**config.mk**
```make
export PLATFORM = sky130hd
export DESIGN_NAME = rom_dl_scheduler
export DESIGN_NICKNAME = d
export VERILOG_FILES = /design/src/rtl/rom_dl_pkg.sv /design/src/rtl/dl_fifo.sv /design/src/rtl/rom_dl_scheduler.sv
export SDC_FILE = /design/constraint.sdc
export NUM_CORES = 1
export LEC_CHECK = 0
export ABC_CLOCK_PERIOD_IN_PS = 2880
export BUFFER_PORTS_ARGS = -buffer_cell sky130_fd_sc_hd__buf_2
export CAP_MARGIN = 15
export CORE_ASPECT_RATIO = 1.75
export CORE_MARGIN = 2
export CORE_UTILIZATION = 50
export DETAILED_ROUTE_END_ITERATION = 6
export PLACE_DENSITY = 0.75
export SLEW_MARGIN = 5
export SYNTH_ARGS = -nofsm -noshare
export SYNTH_HDL_FRONTEND = slang
export SYNTH_HIERARCHICAL = 1
export SYNTH_SLANG_ARGS = --single-unit
```
**constraint.sdc**
```tcl
create_clock -name i_clk_sys -period 2.88 [get_ports i_clk_sys]
set_input_delay 0.864 -clock i_clk_sys [delete_from_list [all_inputs] [get_ports i_clk_sys]]
set_output_delay 0.864 -clock i_clk_sys [all_outputs]
set_load 0.1 [all_outputs]
```
**src/rtl/rom_dl_pkg.sv**
```systemverilog
// Shared types and address swizzles for the ROM download scheduler.
// The swizzles map a byte address to an SDRAM word address plus byte strobes.
package rom_dl_pkg;

    typedef enum logic [1:0] {IDLE, WAIT1, WAIT2, LOCAL} state_e;
    typedef enum logic [1:0] {RG_P1, RG_P2, RG_LOCAL} region_e;

    typedef struct packed {
        logic [24:0] addr;
        logic [7:0]  data;
    } dl_entry_t;

    typedef struct packed {
        logic [22:0] a;
        logic [1:0]  ds;
    } sd_cmd_t;

    // Main/CSD: the upper 64K bank has bit 14 rotated down to the byte select.
    function automatic sd_cmd_t p1_map(input logic [24:0] addr);
        sd_cmd_t     c;
        logic [24:0] r;
        r    = addr[16] ? {addr[24:16], addr[15], addr[13:0], addr[14]} : addr;
        c.a  = r[23:1];
        c.ds = {r[0], ~r[0]};
        return c;
    endfunction

    // Sprites: s is the offset from the sprite region base.
    function automatic sd_cmd_t p2_map(input logic [24:0] s);
        sd_cmd_t c;
        c.a  = {s[23:17], s[14:0], s[16]};
        c.ds = {s[15], ~s[15]};
        return c;
    endfunction

endpackage

```
**src/rtl/dl_fifo.sv**
```systemverilog
// Small synchronous FIFO for captured download strobes.
// A push while full is accepted only when a pop happens in the same cycle.
module dl_fifo #(
    parameter int DEPTH = 4,
    parameter int W     = 33
) (
    input  logic         i_clk,
    input  logic         i_reset,
    input  logic         i_push,
    input  logic [W-1:0] i_data,
    input  logic         i_pop,
    output logic [W-1:0] o_data,
    output logic         o_full,
    output logic         o_empty
);
    localparam int AW = $clog2(DEPTH);

    logic [W-1:0]  r_mem [DEPTH];
    logic [AW-1:0] r_wptr, r_rptr;
    logic [AW:0]   r_count;
    logic          w_do_push, w_do_pop;

    assign o_full    = (r_count == (AW+1)'(DEPTH));
    assign o_empty   = (r_count == '0);
    assign o_data    = r_mem[r_rptr];
    assign w_do_pop  = i_pop & ~o_empty;
    assign w_do_push = i_push & (~o_full | w_do_pop);

    always_ff @(posedge i_clk) begin
        if (i_reset) begin
            r_wptr  <= '0;
            r_rptr  <= '0;
            r_count <= '0;
        end else begin
            if (w_do_push) r_wptr <= r_wptr + 1'b1;
            if (w_do_pop)  r_rptr <= r_rptr + 1'b1;
            case ({w_do_push, w_do_pop})
                2'b10:   r_count <= r_count + 1'b1;
                2'b01:   r_count <= r_count - 1'b1;
                default: r_count <= r_count;
            endcase
        end
    end

    always_ff @(posedge i_clk) begin
        if (w_do_push) r_mem[r_wptr] <= i_data;
    end

endmodule

```
**src/rtl/rom_dl_scheduler.sv**
```systemverilog
// Routes ioctl download bytes to SDRAM port1/port2 or on-chip RAM, one
// toggle req/ack transfer outstanding at a time, and flags when the ROM is loaded.
module rom_dl_scheduler
    import rom_dl_pkg::*;
#(
    parameter logic [24:0] SP_BASE    = 25'h18000,
    parameter logic [24:0] BG_BASE    = 25'h38000,
    parameter int          FIFO_DEPTH = 4
) (
    input  logic        i_clk_sys,
    input  logic        i_reset,
    input  logic        i_ioctl_downl,
    input  logic        i_ioctl_wr,
    input  logic [24:0] i_ioctl_addr,
    input  logic [7:0]  i_ioctl_dout,
    output logic        o_port1_req,
    input  logic        i_port1_ack,
    output logic [22:0] o_port1_a,
    output logic [1:0]  o_port1_ds,
    output logic [15:0] o_port1_d,
    output logic        o_port2_req,
    input  logic        i_port2_ack,
    output logic [22:0] o_port2_a,
    output logic [1:0]  o_port2_ds,
    output logic [15:0] o_port2_d,
    output logic        o_port_we,
    output logic [18:0] o_dl_addr,
    output logic [7:0]  o_dl_data,
    output logic        o_dl_wr,
    output logic        o_overflow,
    output logic        o_busy,
    output logic        o_rom_loaded
);
    state_e    r_state, w_state_nxt;
    region_e   w_region;
    dl_entry_t w_head, w_cap;
    sd_cmd_t   w_p1_cmd, w_p2_cmd;
    logic      w_full, w_empty, w_pop, w_wr_rise, w_downl_rise, w_busy;
    logic      r_wr_d, r_downl_d, r_overflow, r_started, r_rom_loaded;
    logic      r_p1_req, r_p2_req, r_dl_wr;
    logic [22:0] r_p1_a, r_p2_a;
    logic [1:0]  r_p1_ds, r_p2_ds;
    logic [15:0] r_p1_d, r_p2_d;
    logic [18:0] r_dl_addr;
    logic [7:0]  r_dl_data;

    assign w_wr_rise    = i_ioctl_wr & ~r_wr_d & i_ioctl_downl;
    assign w_downl_rise = i_ioctl_downl & ~r_downl_d;
    assign w_cap        = '{addr: i_ioctl_addr, data: i_ioctl_dout};

    dl_fifo #(.DEPTH(FIFO_DEPTH), .W($bits(dl_entry_t))) u_fifo (
        .i_clk   (i_clk_sys),
        .i_reset (i_reset),
        .i_push  (w_wr_rise),
        .i_data  (w_cap),
        .i_pop   (w_pop),
        .o_data  (w_head),
        .o_full  (w_full),
        .o_empty (w_empty)
    );

    assign w_region = (w_head.addr < SP_BASE) ? RG_P1 :
                      (w_head.addr < BG_BASE) ? RG_P2 : RG_LOCAL;
    assign w_p1_cmd = p1_map(w_head.addr);
    assign w_p2_cmd = p2_map(w_head.addr - SP_BASE);
    assign w_busy   = ~w_empty | (r_state != IDLE);

    always_comb begin
        w_state_nxt = r_state;
        w_pop       = 1'b0;
        case (r_state)
            IDLE: if (!w_empty) begin
                w_pop = 1'b1;
                case (w_region)
                    RG_P1:   w_state_nxt = WAIT1;
                    RG_P2:   w_state_nxt = WAIT2;
                    default: w_state_nxt = LOCAL;
                endcase
            end
            WAIT1:   if (i_port1_ack == r_p1_req) w_state_nxt = IDLE;
            WAIT2:   if (i_port2_ack == r_p2_req) w_state_nxt = IDLE;
            default: w_state_nxt = IDLE;
        endcase
    end

    always_ff @(posedge i_clk_sys) begin
        if (i_reset) r_state <= IDLE;
        else         r_state <= w_state_nxt;
    end

    // Requests resync to the ack level so a reset never looks like a new request.
    always_ff @(posedge i_clk_sys) begin
        if (i_reset) begin
            r_p1_req  <= i_port1_ack;
            r_p2_req  <= i_port2_ack;
            r_p1_a    <= '0;
            r_p1_ds   <= '0;
            r_p1_d    <= '0;
            r_p2_a    <= '0;
            r_p2_ds   <= '0;
            r_p2_d    <= '0;
            r_dl_wr   <= 1'b0;
            r_dl_addr <= '0;
            r_dl_data <= '0;
        end else begin
            r_dl_wr <= w_pop && (w_region == RG_LOCAL);
            if (w_pop) begin
                case (w_region)
                    RG_P1: begin
                        r_p1_req <= ~r_p1_req;
                        r_p1_a   <= w_p1_cmd.a;
                        r_p1_ds  <= w_p1_cmd.ds;
                        r_p1_d   <= {w_head.data, w_head.data};
                    end
                    RG_P2: begin
                        r_p2_req <= ~r_p2_req;
                        r_p2_a   <= w_p2_cmd.a;
                        r_p2_ds  <= w_p2_cmd.ds;
                        r_p2_d   <= {w_head.data, w_head.data};
                    end
                    default: begin
                        r_dl_addr <= 19'(w_head.addr - BG_BASE);
                        r_dl_data <= w_head.data;
                    end
                endcase
            end
        end
    end

    always_ff @(posedge i_clk_sys) begin
        if (i_reset) begin
            r_wr_d       <= 1'b0;
            r_downl_d    <= 1'b0;
            r_overflow   <= 1'b0;
            r_started    <= 1'b0;
            r_rom_loaded <= 1'b0;
        end else begin
            r_wr_d    <= i_ioctl_wr;
            r_downl_d <= i_ioctl_downl;
            if (w_downl_rise)                        r_overflow <= 1'b0;
            else if (w_wr_rise && w_full && !w_pop)  r_overflow <= 1'b1;
            if (i_ioctl_downl)                       r_started <= 1'b1;
            if (r_started && !i_ioctl_downl && !w_busy) r_rom_loaded <= 1'b1;
        end
    end

    assign o_port1_req  = r_p1_req;
    assign o_port1_a    = r_p1_a;
    assign o_port1_ds   = r_p1_ds;
    assign o_port1_d    = r_p1_d;
    assign o_port2_req  = r_p2_req;
    assign o_port2_a    = r_p2_a;
    assign o_port2_ds   = r_p2_ds;
    assign o_port2_d    = r_p2_d;
    assign o_port_we    = i_ioctl_downl | w_busy;
    assign o_dl_addr    = r_dl_addr;
    assign o_dl_data    = r_dl_data;
    assign o_dl_wr      = r_dl_wr;
    assign o_overflow   = r_overflow;
    assign o_busy       = w_busy;
    assign o_rom_loaded = r_rom_loaded;

endmodule

```
-- After elaboration in Yosys (flattened, before gate mapping)
Memory sizes are Yosys's and may differ from the RTL's. A register that Yosys moved wholly into a read port is not among the register bits.
Cells that the tools add are included.
- add/sub/neg operators: 6
- magnitude comparators: 2
- equality and inequality tests: 12
- multiplexer cells: 21
- bitwise operators: 17
- reductions and logical operators: 24
- operators with widths (operator ; count):
    25-bit by 17-bit less-than comparator with 1-bit output (second input constant) ; 1
    25-bit by 18-bit less-than comparator with 1-bit output (second input constant) ; 1
    24-bit by 17-bit subtractor with 24-bit output (second input constant) ; 1
    19-bit by 18-bit subtractor with 19-bit output (second input constant) ; 1
    17-bit 2-to-1 mux ; 1
    2-bit 2-to-1 mux ; 7
    1-bit 2-to-1 mux ; 10
    2-bit AND reduction ; 5
    2-bit nonzero test ; 5
    1-bit inverter ; 9
    2-bit by 1-bit == test with 1-bit output (second input constant) ; 3
    2-bit == test (second input constant) ; 3
    2-bit inequality test (second input constant) ; 3
    2-bit one-hot mux with 3 select lines ; 1
    3-bit one-hot mux with 2 select lines ; 1
    1-bit bitwise AND ; 5
    1-bit logical AND ; 5
    2-bit by 1-bit adder with 2-bit output (second input constant) ; 2
    2-bit logical NOT ; 2
    2-bit one-hot mux with 2 select lines ; 1
    2-bit OR reduction ; 2
    3-bit by 1-bit adder with 3-bit output (second input constant) ; 1
    3-bit == test (second input constant) ; 1
    1-bit logical NOT ; 3
    5 further kinds ; 8
- register bits: 126
- RAM bits: 132
- input port bits: 39
- output and inout port bits: 116
- word-level logic and storage cells: 103
- memories: 1
- memories (memory ; depth ; width ; read ports ; clocked after memory_dff ; write ports ; line ; text):
    u_fifo.r_mem ; 4 ; 33 ; 1 ; 1 ; 1 ; dl_fifo.sv:18 ; logic [W-1:0] r_mem [DEPTH];

-- Logic depth before layout (Yosys ltp)
Gate-level depths: netlist of the first run.
- word-level depth: 8
- mapped depth: 13

-- Cells and area by module
Netlist of the first run, hierarchy kept.
- by module, submodules not included (module ; times used ; cells each ; area each (um2) ; sequential area each (um2)):
    dl_fifo ; 1 ; 227 ; 5302.6 ; 4144.0
    rom_dl_scheduler ; 1 ; 451 ; 3945.0 ; 2082.0

-- Least setup slack after synthesis of the first run
Ideal clock, no wire load.
- path kind: reg-to-reg
- start point: register with a tool-made name
- end point: register r_p1_d[10] (netlist: o_port1_d[10])
- setup time: 0.132 ns
- arrival: 2.782 ns
- required time: 2.748 ns
- slack: -0.034 ns
- cell stages (with the launch flop): 10
- buffers on the path: 3
- cells stage by stage: dfxtp_1 > buf_6 > buf_12 > mux4_2 > ha_1 > or4_1 > or4_1 > buf_2 > nand2_1 > a21oi_1
- RTL lines (item ; line ; text):
    end signal, assigned ; rom_dl_scheduler.sv:113 ; r_p1_d <= {w_head.data, w_head.data};
    end, declared ; rom_dl_scheduler.sv:43 ; logic [15:0] r_p1_d, r_p2_d;

==> run summary, run 1 <==
Status: finished, final reports clean
WL per Instance: 17.43 um
FF+latch count, synth: 244
CP endpoint kind: flip-flop
Initial DRT Pass Iterations: 4
IO Count: 155
Post-synthesis sequential area ratio: 67.33%
CTS tree: built
CTS Hold Bufs: 0
Synth Flop Type: edfxtp_1
Crit-path max cell delay: 0.55 ns
Yosys Warn Count: 6
Worst slew margin: 65.38%
Row count: 65
Syn_area_per_cell: 13.64 sq um
Full die area: 19640 sq um
CP cell instances: mux4_2 > ha_1 > or4_4 > or4_1 > buf_4 > nand2_1 > a21oi_1
Slowest stage cell, crit path: mux4_2
Pwr/cell area: 683.9 nW/um^2
Grt ovf: 0
Most frequent cells in the layout: buf_2 (152), edfxtp_1 (134), nand2_1 (126)
Remaining DRCs: 0
# H-tree levels: 1
CTS clk-pin slew, worst paths: 0.07 ns
Post-synth EDFFs: 134
Worst-margin pin slew: 0.5229 ns
FFs w/ async S/R, synth: 0%
Cell Area, Synth: 9248 sq um
Hold Fails Final Rpt: 0
Die Wd: 106.8 um
Sequential Power Share: 51.3%
Die Ht: 183.9 um
P_int: 5450 uW
Max VDD drop: 0.0004239 V
Crit path max fanout: 12
Leak: 0.004099 uW
Period utilization: 95.56%
Port Buffers: 154
Post-DP HPWL: 12650 um
Worst hold-check path type: flip-flop to flip-flop
Total clock sinks: 244
Critical path class: flip-flop to flip-flop
Starting Density: 51.22%
Combinational share of power: 14.3%
Post-route ant nets: 0
Largest net degree at the start of global routing: 71
CP required: 3.24 ns
GRT Util Overall: 18.85%
CP startpoint kind: flip-flop
CTS root buffer: clkbuf_16
Routability Congestion: 0.8202
Routed vias: 5665
Avg Vias per Cell: 5.265
Max Freq: 363.4 MHz
Commonest non-fill, non-tap cell in the layout: buf_2
Layout Nets: 873
Final Power: 7457 uW
Area grow syn2layout: 17.91%
Syn_nets: 724
Final Slew Violations: 0
Clock buffer depth: 3
Placed Area: 10240 sq um
Count of cell types in the netlist: 45
Worst slack, placed: 0.02839 ns
Layout cells sized above 1: 31.27%
Clock period minus worst slack: 2.752 ns
Unrepaired setup endpoints after global routing: yes
Cells after Synth: 678
DRT iter0 DRCs: 185
Clk Latency, worst-skew pair: 0.49 ns
First-pass GRT wire length: 28960 um
Clock Power Share: 34.3%
Maxcap violations: 0
Worst setup margin: 0.1279 ns
Final setup vio count: 0
Sw Ratio: 26.91%
Area of the core: 18050 sq um
Worst EP arrival: 3.11 ns
Worst Clk Skew: 0.008679 ns
CTS buffer count: 21
P_sw: 2007 uW
Final Cell Area: 10900 sq um
Vias in the first global route: 5544
Initial antenna violation count: 1
Detailed Route WL: 18760 um
## critical path: cells and delay by family (launching register included)
family,cells,cell delay [ns]
flip-flops,1,0.46
adder cells (fa/ha/maj),1,0.27
multiplexers,1,0.55
AO/OA/AOI/OAI,1,0.06
AND/OR/NAND/NOR,3,1.09
buffers and inverters,1,0.20
## cells by family (layout without fill, tap and decap cells)
| logic type | Yosys count | after routing | share of synthesized area [%] |
|---|---|---|---|
| AOI/OAI and AO/OA | 100 | 100 | 6.332 |
| xor gates and xnor gates | 8 | 8 | 0.7577 |
| adders and majority gates | 7 | 7 | 1.028 |
| buffers and inverters | 69 | 232 | 4.749 |
| DFF | 244 | 244 | 67.33 |
| muxes | 50 | 50 | 10.05 |
| other | 0 | 1 | 0 |
| and+or+nand+nor | 200 | 200 | 9.755 |
## cell usage after synthesis (12+ instances only)
cell type | number | share of area [%]
a21oi_1 | 69 | 3.7
buf_4 | 17 | 1.4
clkbuf_1 | 19 | 0.77
nand2_1 | 126 | 5.1
mux4_2 | 30 | 7.3
mux2i_1 | 16 | 1.7
buf_2 | 12 | 0.65
dfxtp_1 | 110 | 24
inv_1 | 12 | 0.49
a211oi_1 | 19 | 1.5
and2_1 | 12 | 0.81
nor2_1 | 32 | 1.3
edfxtp_1 | 134 | 44
## area by class of cell
class	count	area (sq um)
antenna	1	2.502
clock buffer	27	578.1
clock inverter	10	47.55
fill	1445	7151
inverter	12	45.04
multi-input combinational	365	2610
sequential	244	6231
tap	234	292.8
timing repair buffer	183	1097
## registers in the layout, indices dropped and copies added (netlist names), 3 cells and up, named ones only
| signal | flops |
|---|---|
| u_fifo/r_mem | 132 |
| o_port1_a | 23 |
| o_port2_a | 23 |
| o_dl_addr | 19 |
| o_dl_data | 8 |
| o_port1_d | 8 |
| o_port2_d | 8 |
| u_fifo/r_count | 3 |
## final timing paths
check	start	cells past startpoint	end	slack, ns
max	flip-flop	7	o_port1_d[9]	0.13
min	o_port2_a[5]	2	o_port2_a[5]	0.45
max reg2reg	flip-flop	7	o_port1_d[9]	0.13
min reg2reg	o_port2_a[5]	2	o_port2_a[5]	0.45
## power by group through the flow
stage,registers [uW],clock network [uW],logic (uW)
finish,3830,2560,1070
detailed placement,3900,0,1050
global route,3840,2740,1130
floorplan,4280,0,438
CTS,3830,2620,1070
global placement,3900,0,1050
## metal layers
layer | part of all wire (%) | vias to the layer above | global-route usage (%)
met1 | 41 | 2761 | 22.88
li1 | - | 2713 | -
met4 | 3.3 | 0 | 7.273
met5 | 0 | - | 0
met2 | 51 | 153 | 33.61
met3 | 4.6 | 38 | 2.800
## stage by stage
| step | utilization [%] | cells | hold slack (ns) | setup TNS [ns] |
|---|---|---|---|---|
| 6_report | 60.39 | 1076 | 0.4487 | 0 |
| 5_1_grt | 60.39 | 1076 | 0.4661 | -0.002084 |
| 4_1_cts | 60.33 | 1075 | 0.4518 | 0 |
| 3_5_place_dp | 56.74 | 1037 | 0.4423 | 0 |
| 3_3_place_gp | 56.74 | 1037 | 0.4373 | 0 |
| 2_1_floorplan | - | 678 | 0.4382 | 0 |
## repair_timing
action,4_1_cts,5_1_grt
endpoints found under the setup margin,2,57
pin swaps,1,0
resized for setup,4,4
setup buffers,1,0
(Power assumes the default switching activity.)
==> inputs of run 2 (changes only) <==
--- a/config.mk
+++ b/config.mk
@@ -11,6 +11,7 @@
 export CORE_ASPECT_RATIO = 1.75
 export CORE_MARGIN = 2
 export CORE_UTILIZATION = 50
+export CTS_BUF_LIST = sky130_fd_sc_hd__clkbuf_16
 export DETAILED_ROUTE_END_ITERATION = 6
 export PLACE_DENSITY = 0.75
 export SLEW_MARGIN = 5
==> run summary, run 2 (synthesized netlist as in run 1, its figures left out) <==
Crit path max fanout: 5 (-7)
Endpoint, Worst Hold: o_port2_a[5]
Most frequent cells in the layout: buf_2 (152), edfxtp_1 (134), nand2_1 (126)
Post-route ant nets: 0 (unchanged)
CP startpoint kind: flip-flop
FF-to-FF End: u_fifo/r_count[2]
Origin of the critical flop-to-flop path: u_fifo/r_count[1]
Port Buffers: 154 (unchanged)
Initial DRT Pass Iterations: 4 (unchanged)
Reg2Reg Depth: 12 (+5)
Pwr/cell area: 677.4 nW/um^2 (-0.94%)
Commonest non-fill, non-tap cell in the layout: buf_2
DRT iter0 DRCs: 175 (-5.4%)
Hold Path Depth: 2 (unchanged)
CTS Hold Bufs: 0 (unchanged)
Max reg flops: 132 (unchanged)
Starting Density: 51.22% (unchanged)
WL per Instance: 17.48 um (+0.28%)
Layout Nets: 873 (unchanged)
Clk Latency, worst-skew pair: 0.49 ns (about the same)
Clock buffer depth: 3 (unchanged)
Clock period minus worst slack: 2.791 ns (+0.03870 ns)
Area of the core: 18050 sq um (unchanged)
Die Wd: 106.8 um (unchanged)
Area grow syn2layout: 17.56%
CP endpoint kind: output port
Period utilization: 96.90% (+1.3 points)
Grt ovf: 0 (unchanged)
Row count: 65 (unchanged)
Detailed Route WL: 18810 um (+0.28%)
Largest net degree at the start of global routing: 71 (unchanged)
Critical path class: flip-flop to output port
Worst-margin pin slew: 0.5283 ns (+0.005376 ns)
Routability Congestion: 0.8202 (unchanged)
Initial antenna violation count: 1 (unchanged)
Hold WS: 0.4490 ns (+0.0002620 ns)
Total clock sinks: 244 (unchanged)
Full die area: 19640 sq um (unchanged)
Avg Vias per Cell: 5.314 (+0.94%)
Final Slew Violations: 0 (unchanged)
Remaining DRCs: 0 (unchanged)
Post-DP HPWL: 12650 um (unchanged)
Min-delay src: o_port2_a[5]
Final setup vio count: 0 (unchanged)
Final core utilization: 60.21% (-0.18 points)
IO Count: 155 (unchanged)
Worst Clk Skew: 0.01133 ns (+0.002649 ns)
R2R Setup Slk: 0.12 ns (about the same)
Worst EP arrival: 1.93 ns (-1.18 ns)
Max Freq: 358.3 MHz (-1.4%)
Routed vias: 5718 (+0.94%)
Vias in the first global route: 5541 (-0.054%)
Leak: 0.004100 uW (about the same)
CTS root buffer: clkbuf_16
Largest reg by FF count: u_fifo/r_mem
Worst hold-check path type: flip-flop to flip-flop
Maxcap violations: 0 (unchanged)
Layout cells sized above 1: 31.15% (-0.12 points)
First-pass GRT wire length: 28950 um (about the same)
GRT Util Overall: 18.85% (about the same)
Hold Fails Final Rpt: 0 (unchanged)
Unrepaired setup endpoints after global routing: yes
CTS buffer count: 21 (unchanged)
Die Ht: 183.9 um (unchanged)
CTS clk-pin slew, worst paths: 0.07 ns (about the same)
Worst slew margin: 65.02% (-0.36 points)
CTS tree: built
CP required: 2.02 ns (-1.22 ns)
Max VDD drop: 0.0004241 V (about the same)
Status: finished, final reports clean
# H-tree levels: 1 (unchanged)
## run 2: cell types whose count changed in the layout (fill, tap and decap cells not counted), sizes merged
cell,delta
clkbuf,-6
inv,+5
clkinv,+1
## run 2: through the flow
stage               power, uW  setup TNS (ns)  setup slack (ns)  std cells  area [sq um]
finish                   7365               0           0.08924       1076         10870
global route             7614       -0.001908         -0.001908       1076         10870
CTS                      7424               0           0.01153       1075         10860
detailed placement       4956               0           0.02839       1037         10240
global placement         4944               0           0.04542       1037         10240
floorplan                4715               0          0.009444        678          9251
## run 2: what timing repair did
item,CTS,global route
buffers inserted,1,0
setup endpoints to repair,2,57
resized for setup,4,3
pin swaps,1,0
## run 2: worst max path at each step
stage                       from                end  slack (ns)  depth (start not counted)
6_report       u_fifo/r_count[2]          o_port_we        0.09                          5
5_1_grt        u_fifo/r_count[2]  u_fifo/r_count[2]      -0.002                         12
3_3_place_gp           flip-flop       o_port1_d[8]        0.05                          7
2_1_floorplan          flip-flop      o_port1_d[10]       0.009                          9
3_5_place_dp           flip-flop       o_port1_d[8]        0.03                          7
4_1_cts                flip-flop      o_port1_ds[0]        0.01                          7
## run 2: layout make-up
| cell class | count | area (sq um) |
|---|---|---|
| multi-input combinational | 365 | 2608 |
| tap | 234 | 292.8 |
| antenna | 1 | 2.502 |
| timing repair buffer | 183 | 1097 |
| sequential | 244 | 6231 |
| fill | 1452 | 7183 |
| clock buffer | 21 | 525.5 |
| clock inverter | 16 | 70.07 |
| inverter | 12 | 45.04 |
## run 2: layer usage
metal	share of wire [%]	GRT usage [%]
met1	41	22.87
met2	51	33.61
met3	4.7	2.800
met4	3.7	7.273
met5	0	0
## run 2: worst max-delay path, cell delays in order, from the launching register on
cell and delay, ns:
dfxtp_1 0.36, nor3_4 0.21, or3b_2 0.49, nor2_1 0.13
inv_1 0.06, buf_6 0.18
## run 2: where the power goes
| part | switching (uW) | total (uW) | internal [uW] |
|---|---|---|---|
| Sequential | 55.9 | 3830 | 3770 |
| Clock | 1150 | 2470 | 1320 |
| Combinational | 804 | 1070 | 262 |
| Total | 2010 | 7360 | 5360 |
==> inputs of run 3 (changes only) <==
--- a/config.mk
+++ b/config.mk
@@ -5,15 +5,16 @@
 export SDC_FILE = /design/constraint.sdc
 export NUM_CORES = 1
 export LEC_CHECK = 0
-export ABC_CLOCK_PERIOD_IN_PS = 2880
+export ABC_CLOCK_PERIOD_IN_PS = 3430
 export BUFFER_PORTS_ARGS = -buffer_cell sky130_fd_sc_hd__buf_2
 export CAP_MARGIN = 15
 export CORE_ASPECT_RATIO = 1.75
 export CORE_MARGIN = 2
-export CORE_UTILIZATION = 50
+export CORE_UTILIZATION = 55
 export CTS_BUF_LIST = sky130_fd_sc_hd__clkbuf_16
 export DETAILED_ROUTE_END_ITERATION = 6
-export PLACE_DENSITY = 0.75
+export PLACE_DENSITY = 0.78
+export RECOVER_POWER = 100
 export SLEW_MARGIN = 5
 export SYNTH_ARGS = -nofsm -noshare
 export SYNTH_HDL_FRONTEND = slang
==> constraint.sdc (replaced) <==
create_clock -name i_clk_sys -period 3.43 [get_ports i_clk_sys]
set_input_delay 1.029 -clock i_clk_sys [delete_from_list [all_inputs] [get_ports i_clk_sys]]
set_output_delay 1.029 -clock i_clk_sys [all_outputs]
set_load 0.1 [all_outputs]
==> run summary, run 3 (synthesized netlist as in run 1, its figures left out) <==
Setup repair bufs after CTS: 0 (-1)
Met1 wire length: 7426 um (-3.7%)
Placed cells: 1014 (-2.2%)
Largest net degree at the start of global routing: 80 (+13%)
Grt ovf: 0 (unchanged)
Post-route ant nets: 0 (unchanged)
CP endpoint kind: output port
# H-tree levels: 1 (unchanged)
CTS tree: built
Die Wd: 102.0 um (-4.5%)
Row count: 62 (-4.6%)
Period utilization: 93.53%
Full die area: 17910 sq um (-8.8%)
Critical path class: flip-flop to output port
Worst EP arrival: 2.18 ns (+0.25 ns)
Max layer used: met4
Unrepaired setup endpoints after global routing: no
Detailed Route WL: 19020 um (+1.1%)
CTS clk-pin slew, worst paths: 0.07 ns (about the same)
Remaining DRCs: 0 (unchanged)
Initial DRT Pass Iterations: 5 (+1)
WL per Instance: 18.05 um (+3.2%)
Final cell count without fillers: 1054 (-2.0%)
Max Freq: 311.7 MHz
Total clock sinks: 244 (unchanged)
Status: finished with violations
Worst slew margin: -3.632% (-69 points)
Reg2Reg Depth: 7 (-5)
Clock buffer depth: 3 (unchanged)
Routability Congestion: 0.8456 (+3.1%)
Hold Fails Final Rpt: 0 (unchanged)
CTS buffer count: 21 (unchanged)
CTS Hold Bufs: 0 (unchanged)
Max reg flops: 132 (unchanged)
Crit path max fanout: 5 (unchanged)
Layout Nets: 860 (-1.5%)
Area of the core: 16450 sq um (-8.9%)
Sum Neg Setup Slack: 0 ns (unchanged)
Post-cts gate resize count: 0 (-4)
Area grow syn2layout: 13.25%
Avg Vias per Cell: 5.384 (+1.3%)
DR WL met3: 988 um (+12%)
GRT Util Overall: 21.31% (+2.5 points)
CP required: 2.40 ns (+0.38 ns)
Maxcap violations: 1 (+1)
Final Slew Violations: 80 (+80)
Clk Latency, worst-skew pair: 0.49 ns (about the same)
Worst Clk Skew: 0.007643 ns (-0.003685 ns)
Routed vias: 5675 (-0.75%)
DRT iter0 DRCs: 209 (+19%)
CP startpoint kind: flip-flop
Leak: 0.003405 uW (-17%)
First-pass GRT wire length: 29580 um (+2.2%)
Worst-margin pin slew: 1.554 ns (+1.026 ns)
Hold Path Depth: 2 (unchanged)
Max VDD drop: 0.0004107 V (-3.2%)
Die Ht: 175.5 um (-4.6%)
IO Count: 155 (unchanged)
Commonest non-fill, non-tap cell in the layout: clkbuf_1
Initial antenna violation count: 0 (-1)
Final core utilization: 63.68% (+3.5 points)
Clock period minus worst slack: 3.208 ns
Layout cells sized above 1: 11.71% (-19 points)
Post-DP HPWL: 12740 um (+0.69%)
CTS root buffer: clkbuf_16
Port Buffers: 154 (unchanged)
Pwr/cell area: 597.7 nW/um^2 (-12%)
Starting Density: 56.23% (+5.0 points)
Met2 routed WL: 10010 um (+5.2%)
Most frequent cells in the layout: clkbuf_1 (148), edfxtp_1 (134), nand2_1 (128)
Failing checks: capacitance limit, slew limit
Vias in the first global route: 5715 (+3.1%)
Largest reg by FF count: u_fifo/r_mem
Worst hold-check path type: flip-flop to flip-flop
Final setup vio count: 0 (unchanged)
==> run 3: cell type report <==
cell class	count	area (sq um)
diodes	2	5.005
clock buffers	23	575.6
clock inverters	14	72.57
fillers	1321	5973
inverters	12	45.04
multi-input cells	365	2569
flip-flops and latches	244	6227
well taps	224	280.3
repair buffers	170	698.2
==> run 3: critical path, cell delays in order (launching register included) <==
cell,delay (ns)
dfxtp_1,0.36
nor3_1,0.33
or3b_2,0.52
nor2_1,0.14
inv_1,0.05
buf_2,0.29
==> run 3: through the flow <==
stage | hold slack (ns) | worst slack, ns | cell area (sq um) | power, uW
after global placement | 0.4380 | 0.4622 | 10060 | 4109
after detailed placement | 0.4426 | 0.3664 | 10060 | 4131
after CTS | 0.4532 | 0.2133 | 10700 | 6328
final | 0.4516 | 0.2218 | 10470 | 6259
after global routing | 0.4677 | 0.06267 | 10470 | 6466
after floorplan | 0.4382 | 0.4612 | 9248 | 3958
==> run 3: final timing paths <==
| kind | endpoint | slack, ns | start |
|---|---|---|---|
| max | o_port_we | 0.22 | u_fifo/r_count[1] |
| min | o_dl_addr[2] | 0.45 | o_dl_addr[2] |
| max reg2reg | o_port2_req | 0.24 | flip-flop |
| min reg2reg | o_dl_addr[2] | 0.45 | o_dl_addr[2] |
==> run 3: power by group <==
| part | internal [uW] | switching [uW] |
|---|---|---|
| clock | 1210 | 1000 |
| combinational | 166 | 668 |
| sequential | 3170 | 44.5 |
| total | 4550 | 1710 |
==> run 3: per-layer routing <==
metal	up-vias	track usage, %
li1	2676	-
met2	177	37.80
met5	-	0
met3	40	2.825
met1	2782	25.81
met4	0	8.667
